--- src/rtl/mult_div_unit.sv ---
// Sequential 32-bit MULT/MULTU/DIV/DIVU unit with HI/LO and MTHI/MTLO; divider built only with MULT_DIV_DIVIDER_EN.
// Latency: 34 cycles start-to-start (done one cycle after FIX); divide-by-zero or no-divider DIV finishes in 2.
// Backpressure: busy stalls the control path; start/mthi/mtlo are ignored while busy.
module mult_div_unit (
   input  logic        clk,
   input  logic        reset,
   input  logic        start,
   input  logic [1:0]  op,
   input  logic [31:0] rs_data,
   input  logic [31:0] rt_data,
   input  logic        mthi,
   input  logic        mtlo,
   output logic        busy,
   output logic        done,
   output logic        div_by_zero,
   output logic [31:0] hi,
   output logic [31:0] lo
);

   localparam logic [1:0] ST_IDLE = 2'd0;
   localparam logic [1:0] ST_CALC = 2'd1;
   localparam logic [1:0] ST_FIX  = 2'd2;

   logic [1:0]  state;
   logic [5:0]  cnt;
   logic [63:0] acc;
   logic [31:0] addend;
   logic        neg_res;
   logic        skip_wr;

   logic        op_signed;
   logic [31:0] abs_rs;
   logic [31:0] abs_rt;
   logic        skip_now;
   logic [32:0] mul_sum;
   logic [63:0] mul_next;
   logic [63:0] prod_fix;

   assign op_signed = ~op[0];
   assign abs_rs    = (op_signed && rs_data[31]) ? (~rs_data + 32'd1) : rs_data;
   assign abs_rt    = (op_signed && rt_data[31]) ? (~rt_data + 32'd1) : rt_data;

   // Multiply: acc = {partial product, remaining multiplier bits}, shifted right each cycle.
   assign mul_sum  = {1'b0, acc[63:32]} + (acc[0] ? {1'b0, addend} : 33'd0);
   assign mul_next = {mul_sum, acc[31:1]};
   assign prod_fix = neg_res ? (~acc + 64'd1) : acc;

`ifdef MULT_DIV_DIVIDER_EN
   logic        is_div;
   logic        neg_rem;
   logic [32:0] rem_sh;
   logic [33:0] div_diff;
   logic        div_ge;
   logic [63:0] div_next;
   logic [31:0] quo_fix;
   logic [31:0] rem_fix;

   assign skip_now = op[1] && (rt_data == 32'd0);

   // Divide: acc = {partial remainder, dividend bits shifting out / quotient bits shifting in}.
   assign rem_sh   = acc[63:31];
   assign div_diff = {1'b0, rem_sh} - {2'b00, addend};
   assign div_ge   = ~div_diff[33];
   assign div_next = {(div_ge ? div_diff[31:0] : rem_sh[31:0]), acc[30:0], div_ge};
   assign quo_fix  = neg_res ? (~acc[31:0] + 32'd1) : acc[31:0];
   assign rem_fix  = neg_rem ? (~acc[63:32] + 32'd1) : acc[63:32];
`else
   assign skip_now = op[1];
`endif

   assign busy = (state != ST_IDLE);

   always_ff @(posedge clk) begin
      if (reset) begin
         state       <= ST_IDLE;
         cnt         <= 6'd0;
         acc         <= 64'd0;
         addend      <= 32'd0;
         neg_res     <= 1'b0;
         skip_wr     <= 1'b0;
         done        <= 1'b0;
         div_by_zero <= 1'b0;
         hi          <= 32'd0;
         lo          <= 32'd0;
`ifdef MULT_DIV_DIVIDER_EN
         is_div      <= 1'b0;
         neg_rem     <= 1'b0;
`endif
      end else begin
         done <= 1'b0;
         case (state)
            ST_IDLE: begin
               if (start) begin
                  cnt         <= 6'd0;
                  skip_wr     <= skip_now;
                  div_by_zero <= 1'b0;
                  neg_res     <= op_signed && (rs_data[31] ^ rt_data[31]);
`ifdef MULT_DIV_DIVIDER_EN
                  is_div      <= op[1];
                  neg_rem     <= op_signed && rs_data[31];
                  addend      <= op[1] ? abs_rt : abs_rs;
                  acc         <= {32'd0, (op[1] ? abs_rs : abs_rt)};
`else
                  addend      <= abs_rs;
                  acc         <= {32'd0, abs_rt};
`endif
                  state       <= skip_now ? ST_FIX : ST_CALC;
               end else begin
                  if (mthi) hi <= rs_data;
                  if (mtlo) lo <= rs_data;
               end
            end
            ST_CALC: begin
`ifdef MULT_DIV_DIVIDER_EN
               acc <= is_div ? div_next : mul_next;
`else
               acc <= mul_next;
`endif
               if (cnt == 6'd31) state <= ST_FIX;
               else              cnt   <= cnt + 6'd1;
            end
            ST_FIX: begin
               done  <= 1'b1;
               state <= ST_IDLE;
`ifdef MULT_DIV_DIVIDER_EN
               div_by_zero <= skip_wr;
               if (!skip_wr) begin
                  if (is_div) begin
                     lo <= quo_fix;
                     hi <= rem_fix;
                  end else begin
                     hi <= prod_fix[63:32];
                     lo <= prod_fix[31:0];
                  end
               end
`else
               if (!skip_wr) begin
                  hi <= prod_fix[63:32];
                  lo <= prod_fix[31:0];
               end
`endif
            end
            default: state <= ST_IDLE;
         endcase
      end
   end

endmodule

--- config.mk ---
export PLATFORM = sky130hd
export DESIGN_NAME = mult_div_unit
export DESIGN_NICKNAME = d
export VERILOG_FILES = /design/src/rtl/mult_div_unit.sv
export SDC_FILE = /design/constraint.sdc
export NUM_CORES = 1
export LEC_CHECK = 0
export CAP_MARGIN = 10
export CORE_ASPECT_RATIO = 0.6
export CORE_UTILIZATION = 45
export CTS_CLUSTER_DIAMETER = 40
export DETAILED_ROUTE_END_ITERATION = 12
export HOLD_SLACK_MARGIN = 0.03
export PLACE_DENSITY = 0.67
export SYNTH_ARGS = -nofsm -noshare
export SYNTH_HDL_FRONTEND = slang
export SYNTH_SLANG_ARGS = --single-unit
--- constraint.sdc ---
create_clock -name clk -period 6.2 [get_ports clk]
set_input_delay 1.24 -clock clk [delete_from_list [all_inputs] [get_ports clk]]
set_output_delay 1.24 -clock clk [all_outputs]
set_load 0.02 [all_outputs]
==> impl_metrics.toml, run 1 <==
[timing]
max_freq_ghz = 0.245
worst_pin_slew_ps = 1110
finClkSkew_ps = 10.1
setup_ws_ps = 2120
report.final.hold_viol_count = 0
finalMaxSlewViolations = 0
final.period_utilization_pct = 65.8
rsz0062_at_grt = "no"
finalSetupTns_ps = 0
relSlewSlack_pct = 25.9
finalSetupViolations = 0
fin_hold_ws_ps = 440
fin_crit_ps = 4080

[clocking]
cts_tree = "done"
cts.clk_slew.worst_paths_ps = 70
holdBufCountCts = 0
clockBufferDepth = 2
cts_resized = 0
h-tree-depth = 4
clk_latency_ps = 450
cts_made_buffers = 17
cts_root_buf = "clkbuf_16"
cts.sinks = 171
cts_setup_buffers = 0

[finish]
layout_commonest_cell = "nor2_1"
syn_to_final_growth_pct = 19.8
antenna_cells = 0
drive_above_1_share_pct = 5.17
nNetsFinal = 1623
final_cell_mix = "182 x nor2_1, 170 x dfxtp_1, 135 x clkdlybuf4s50_1, 128 x nand2_1, 120 x a21oi_1"

[yosys]
yosysWarnings = 0
synthFlopType = "dfxtp_1"
synth-edff-count = 0
synth_nets = 1552
async_flop_share_pct = 0
yosysSeqAreaShare_pct = 30.7
synth_top_family_by_area = "compound AO/OA/AOI/OAI gates"
synth-seq-cells = 171
synth.area.mux_share_pct = 0.359
syn_area_per_cell_sq_um = 7.72
synth_cell_type_count = 69
postSynthCellCount = 1444
synthXorXnorAreaFrac_pct = 10.9
yosys.area_share.simple_pct = 23.0
synth-adder-area-share_pct = 4.22
synth_compound_area_share_pct = 26.7
syn_area_sq_mm = 0.0111

[route]
drtAntennaViolNets = 0
dr.pass1.iters = 8
drt_iter0_drc = 1372
vias = 11800
wirelength_um = 40300
via_per_inst = 6.38
drc = 0
wl_per_cell_um = 21.8

[pwr]
p_clk_share_pct = 38.0
peakVddDrop_mv = 0.180
cellPowerDensity_mw_per_mm2 = 247
p_seq_share_pct = 38.4
power_leakage_uw = 0.00501
p_switching_uw = 1040
switching_share_pct = 31.7
internal_power_uw = 2250
p_comb_share_pct = 23.6
finalPower_uw = 3290

[placed_design]
place_congestion = 0.962
portBuffers = 136
dp_slack_ps = 1790
hpwlAfterDp_um = 29600

[global_route]
grt_max_degree = 64
grt_use_met2_pct = 43.7
grt_util_met3_pct = 9.05
grt_pass1_vias = 10700
grt_overflow = 0
track_usage_pct = 31.9
top_usage_layer = "met1"
grt_antenna_before_repair = 0
grt_pass1_wl_um = 61500
grt_use_met1_pct = 47.7

[critical_path]
end_kind = "flip-flop"
worst-endpoint-arrival_ps = 4440
r2r-end = "acc[63]$_SDFFE_PP0P_"
required_ps = 6570
reg2regPathDepth = 13
critPathMaxFanout = 21
cp-start-kind = "flip-flop"
r2r_slack_ps = 2120
reg2reg_from = "acc[0]$_SDFFE_PP0P_"
critPathKind = "reg -> reg"

[worst_hold_path]
min_to = "hi[13]$_SDFFE_PP0P_"
hold_class = "reg -> reg"
hp-start = "hi[13]$_SDFFE_PP0P_"
holdPathStages = 2

[die]
fp.dieW_um = 205
ios = 138
dieArea_sq_mm = 0.0254
die-height_um = 124
rows = 44
core_area_sq_mm = 0.0242
start_util_pct = 46.0

[status]
status = "complete, no violations"

[flow_run]
cap_violations = 0
[cells in the mapped netlist, drive strengths merged (6+ instances only)]
master	instances	area (sq um)
a211oi	43	323
a21o	9	67.6
a21oi	120	601
a222oi	27	270
a22o	24	210
a22oi	10	75.1
a311oi	15	131
a31oi	8	50.1
a32o	6	60.1
and2	34	213
and3	12	75.1
buf	10	46.3
clkbuf	91	342
dfxtp	171	3420
ha	36	450
inv	18	67.6
nand2	128	480
nand2b	13	88.8
nand3	11	55.1
nand4	9	56.3
nor2	185	694
nor2b	9	56.3
nor3	43	220
nor4	13	93.8
o211ai	10	75.1
o21ai	90	450
o22ai	7	43.8
o31ai	29	236
o41ai	10	95.1
or2	9	56.3
or3	36	230
or4	13	106
xnor2	70	613
xor2	69	604
[metal layers]
layer	wire length [um]	share of wire (%)
met4	675	1.7
met1	18700	46
met3	5100	13
met5	0	0
met2	15800	39
[worst max path at each step]
| stage | cells after the start | to | startpoint | slack [ps] |
|---|---|---|---|---|
| after floorplan | 8 | acc[27]$_SDFFE_PP0P_ | rt_data[3] | 2590 |
| after global placement | 9 | addend[26]$_SDFFE_PP0P_ | rs_data[10] | 1820 |
| after detailed placement | 9 | addend[26]$_SDFFE_PP0P_ | rs_data[10] | 1790 |
| after CTS | 9 | addend[26]$_SDFFE_PP0P_ | rs_data[10] | 2230 |
| after global routing | 13 | acc[63]$_SDFFE_PP0P_ | acc[0]$_SDFFE_PP0P_ | 1940 |
| final | 13 | acc[63]$_SDFFE_PP0P_ | acc[0]$_SDFFE_PP0P_ | 2120 |
[metrics by stage]
stage          cells  area [sq um]  utilization, %
2_1_floorplan   1444         11100               -
3_3_place_gp    1818         12700            52.3
3_5_place_dp    1818         12700            52.3
4_1_cts         1850         13400            55.1
5_1_grt         1850         13400            55.1
6_report        1850         13400            55.1
[worst max-delay path, cell delays in order (launching register included)]
cell       delay (ps)
dfxtp_1           680
buf_4             360
and2_1            170
ha_1              210
inv_1              70
fa_1              400
nor2b_1           190
o2111ai_1         200
a21oi_1           310
a211oi_1          220
a21oi_1           420
a311oi_1          230
o311a_1           390
nor3_1            150
[cells by family (layout without fill, tap and decap cells)]
kind of cell / Yosys count / in the layout
AO/OA/AOI/OAI: 441 / 441
XOR/XNOR: 139 / 139
flip-flops: 171 / 171
buffers and inverters: 119 / 203
multiplexers: 4 / 4
adder cells (fa/ha/maj): 37 / 37
AND/OR/NAND/NOR: 532 / 532
other: 1 / 1
[registers in the layout, indices dropped and copies added, names as in the netlist]
register,count
acc,64
addend,32
cnt,6
done,1
hi,32
lo,32
neg_res,1
skip_wr,1
state,2
[layout make-up]
class / instances / area (sq um)
Fill cell: 2342 / 10900
Inverter: 18 / 67.6
Timing Repair Buffer: 153 / 1490
Clock inverter: 9 / 183
Clock buffer: 23 / 498
Sequential cell: 171 / 3420
Tap cell: 322 / 403
Multi-Input combinational cell: 1154 / 7290
[power groups by stage]
stage / registers [uW] / clock network [uW] / logic (uW)
2_1_floorplan: 1300 / 0 / 434
3_3_place_gp: 1280 / 0 / 744
3_5_place_dp: 1280 / 0 / 754
4_1_cts: 1260 / 1250 / 760
5_1_grt: 1270 / 1300 / 833
6_report: 1270 / 1250 / 779
Power figures use the tool's default switching activity.
==> inputs of run 2 (changes only) <==
Settings changed: PLACE_DENSITY 0.67 to 0.69.
Clock period 6.2 ns to 3.6 ns, I/O delays scaled along.
==> run 2 against run 1 <==
Effect of this change: first-iteration DRC count down 0.87%; total power up 64%; cell count up 2.9%; worst hold slack better by 8.9 ps; setup slack worse by 2000 ps; clock power up 47%; routed wire length about the same; register-to-register slack worse by 1900 ps; critical path depth down 5; largest power group unchanged; highest routed layer unchanged.
==> impl_metrics.toml, run 2 (synthesis gave the netlist of run 1 again) <==
[status]
status = "complete, no violations"

[route]
drt_iter0_drc = 1360
wl_per_cell_um = 21.2
wirelength_um = 40300
drtAntennaViolNets = 0
drc = 0
via_per_inst = 6.22
vias = 11800
dr.pass1.iters = 8

[timing]
fin_crit_ps = 3440
relSlewSlack_pct = 30.1
rsz0062_at_grt = "no"
final.period_utilization_pct = 95.5
worst_pin_slew_ps = 1050
max_freq_ghz = 0.291
finalMaxSlewViolations = 0
report.final.hold_viol_count = 0
finalSetupViolations = 0
finClkSkew_ps = 7.94
fin_hold_ws_ps = 449

[clocking]
cts_resized = 0
cts.sinks = 171
cts.clk_slew.worst_paths_ps = 60
holdBufCountCts = 0
cts_made_buffers = 17
cts_setup_buffers = 0
cts_root_buf = "clkbuf_16"
h-tree-depth = 4
clockBufferDepth = 2
cts_tree = "done"
clk_latency_ps = 450

[critical_path]
critPathMaxFanout = 6
reg2regPathDepth = 14
r2r_slack_ps = 220
end_kind = "flip-flop"
critPathLaunch = "rs_data[10]"
worst-endpoint-arrival_ps = 3820
r2r-end = "acc[63]$_SDFFE_PP0P_"
critPathKind = "in -> reg"
cp-start-kind = "input port"
required_ps = 3980
reg2reg_from = "acc[0]$_SDFFE_PP0P_"

[finish]
regMostFlops = "acc"
layout_commonest_cell = "nor2_1"
final_cell_mix = "185 x nor2_1, 170 x dfxtp_1, 135 x clkdlybuf4s50_1, 128 x nand2_1, 120 x a21oi_1"
largest_register_ffs = 64
drive_above_1_share_pct = 8.22
nNetsFinal = 1677
syn_to_final_growth_pct = 22.5
antenna_cells = 0
fillCellCount = 2277

[die]
fp.dieW_um = 205
core_area_sq_mm = 0.0242
start_util_pct = 46.0
die-height_um = 124
ios = 138
rows = 44
dieArea_sq_mm = 0.0254

[global_route]
grt_pass1_vias = 10600
grt_antenna_before_repair = 0
track_usage_pct = 32.1
grt_max_degree = 69
grt_overflow = 0
grt_pass1_wl_um = 61500

[placed_design]
hpwlAfterDp_um = 30100
place_congestion = 0.965
portBuffers = 136

[flow_run]
cap_violations = 0

[worst_hold_path]
hp-start = "hi[13]$_SDFFE_PP0P_"
hold_class = "reg -> reg"
min_to = "hi[13]$_SDFFE_PP0P_"
holdPathStages = 2

[pwr]
finalPower_uw = 5400
peakVddDrop_mv = 0.324
cellPowerDensity_mw_per_mm2 = 396
power_leakage_uw = 0.00523
-- run 2: cell types whose count changed in the layout (fill, tap and decap cells not counted) --
cell,previous run,this run
buf_4,18,71
bufinv_16,5,1
clkinv_2,0,4
nor2_1,182,185
nor2_2,3,0
clkinv_4,2,0
clkinvlp_4,2,4
buf_12,0,1
clkbuf_8,5,4
inv_6,0,1
-- run 2: critical path: stages --
cell and delay [ps]:
clkdlybuf4s50_1 510, or4_1 580, or4_1 490, or4b_1 700
o31ai_1 400, xnor2_1 160, nand2_1 80, a21oi_1 160
-- run 2: worst max-delay path by stage --
stage,to,slack (ps),cells past startpoint
floorplan,acc[27]$_SDFFE_PP0P_,510,8
global placement,addend[26]$_SDFFE_PP0P_,-210,9
detailed placement,addend[26]$_SDFFE_PP0P_,-180,9
CTS,addend[30]$_SDFFE_PP0P_,240,8
global route,addend[24]$_SDFFE_PP0P_,40,9
finish,addend[30]$_SDFFE_PP0P_,160,8
-- run 2: layer usage --
layer / part of all wire (%) / global-route usage [%]
met2: 39 / 43.9
met3: 12 / 8.66
met5: 0 / 0
met1: 47 / 48.4
met4: 1.7 / 8.84
-- run 2: cell type report --
type                    count  area [sq um]  area share, %
inverters                  18          67.6          0.495
clock inverters            10          88.8          0.650
clock buffers              22           484           3.55
repair buffers            207          1900           13.9
well taps                 322           403           2.95
flip-flops and latches    171          3420           25.1
multi-input cells        1154          7280           53.3
-- run 2: where the power goes --
group / switching, uW / internal, uW
combinational: 825 / 556
clock: 817 / 1020
sequential: 148 / 2030
total: 1790 / 3610
-- run 2: per-stage QoR --
step           std cells  TNS (ps)  cell area [sq um]  util (%)  setup WS [ps]
2_1_floorplan       1444         0              11100         -            506
3_3_place_gp        1872      -736              13100      54.0           -214
3_5_place_dp        1872      -951              13100      54.0           -177
4_1_cts             1904         0              13700      56.4            238
5_1_grt             1904         0              13700      56.4           38.8
6_report            1904         0              13700      56.4            161
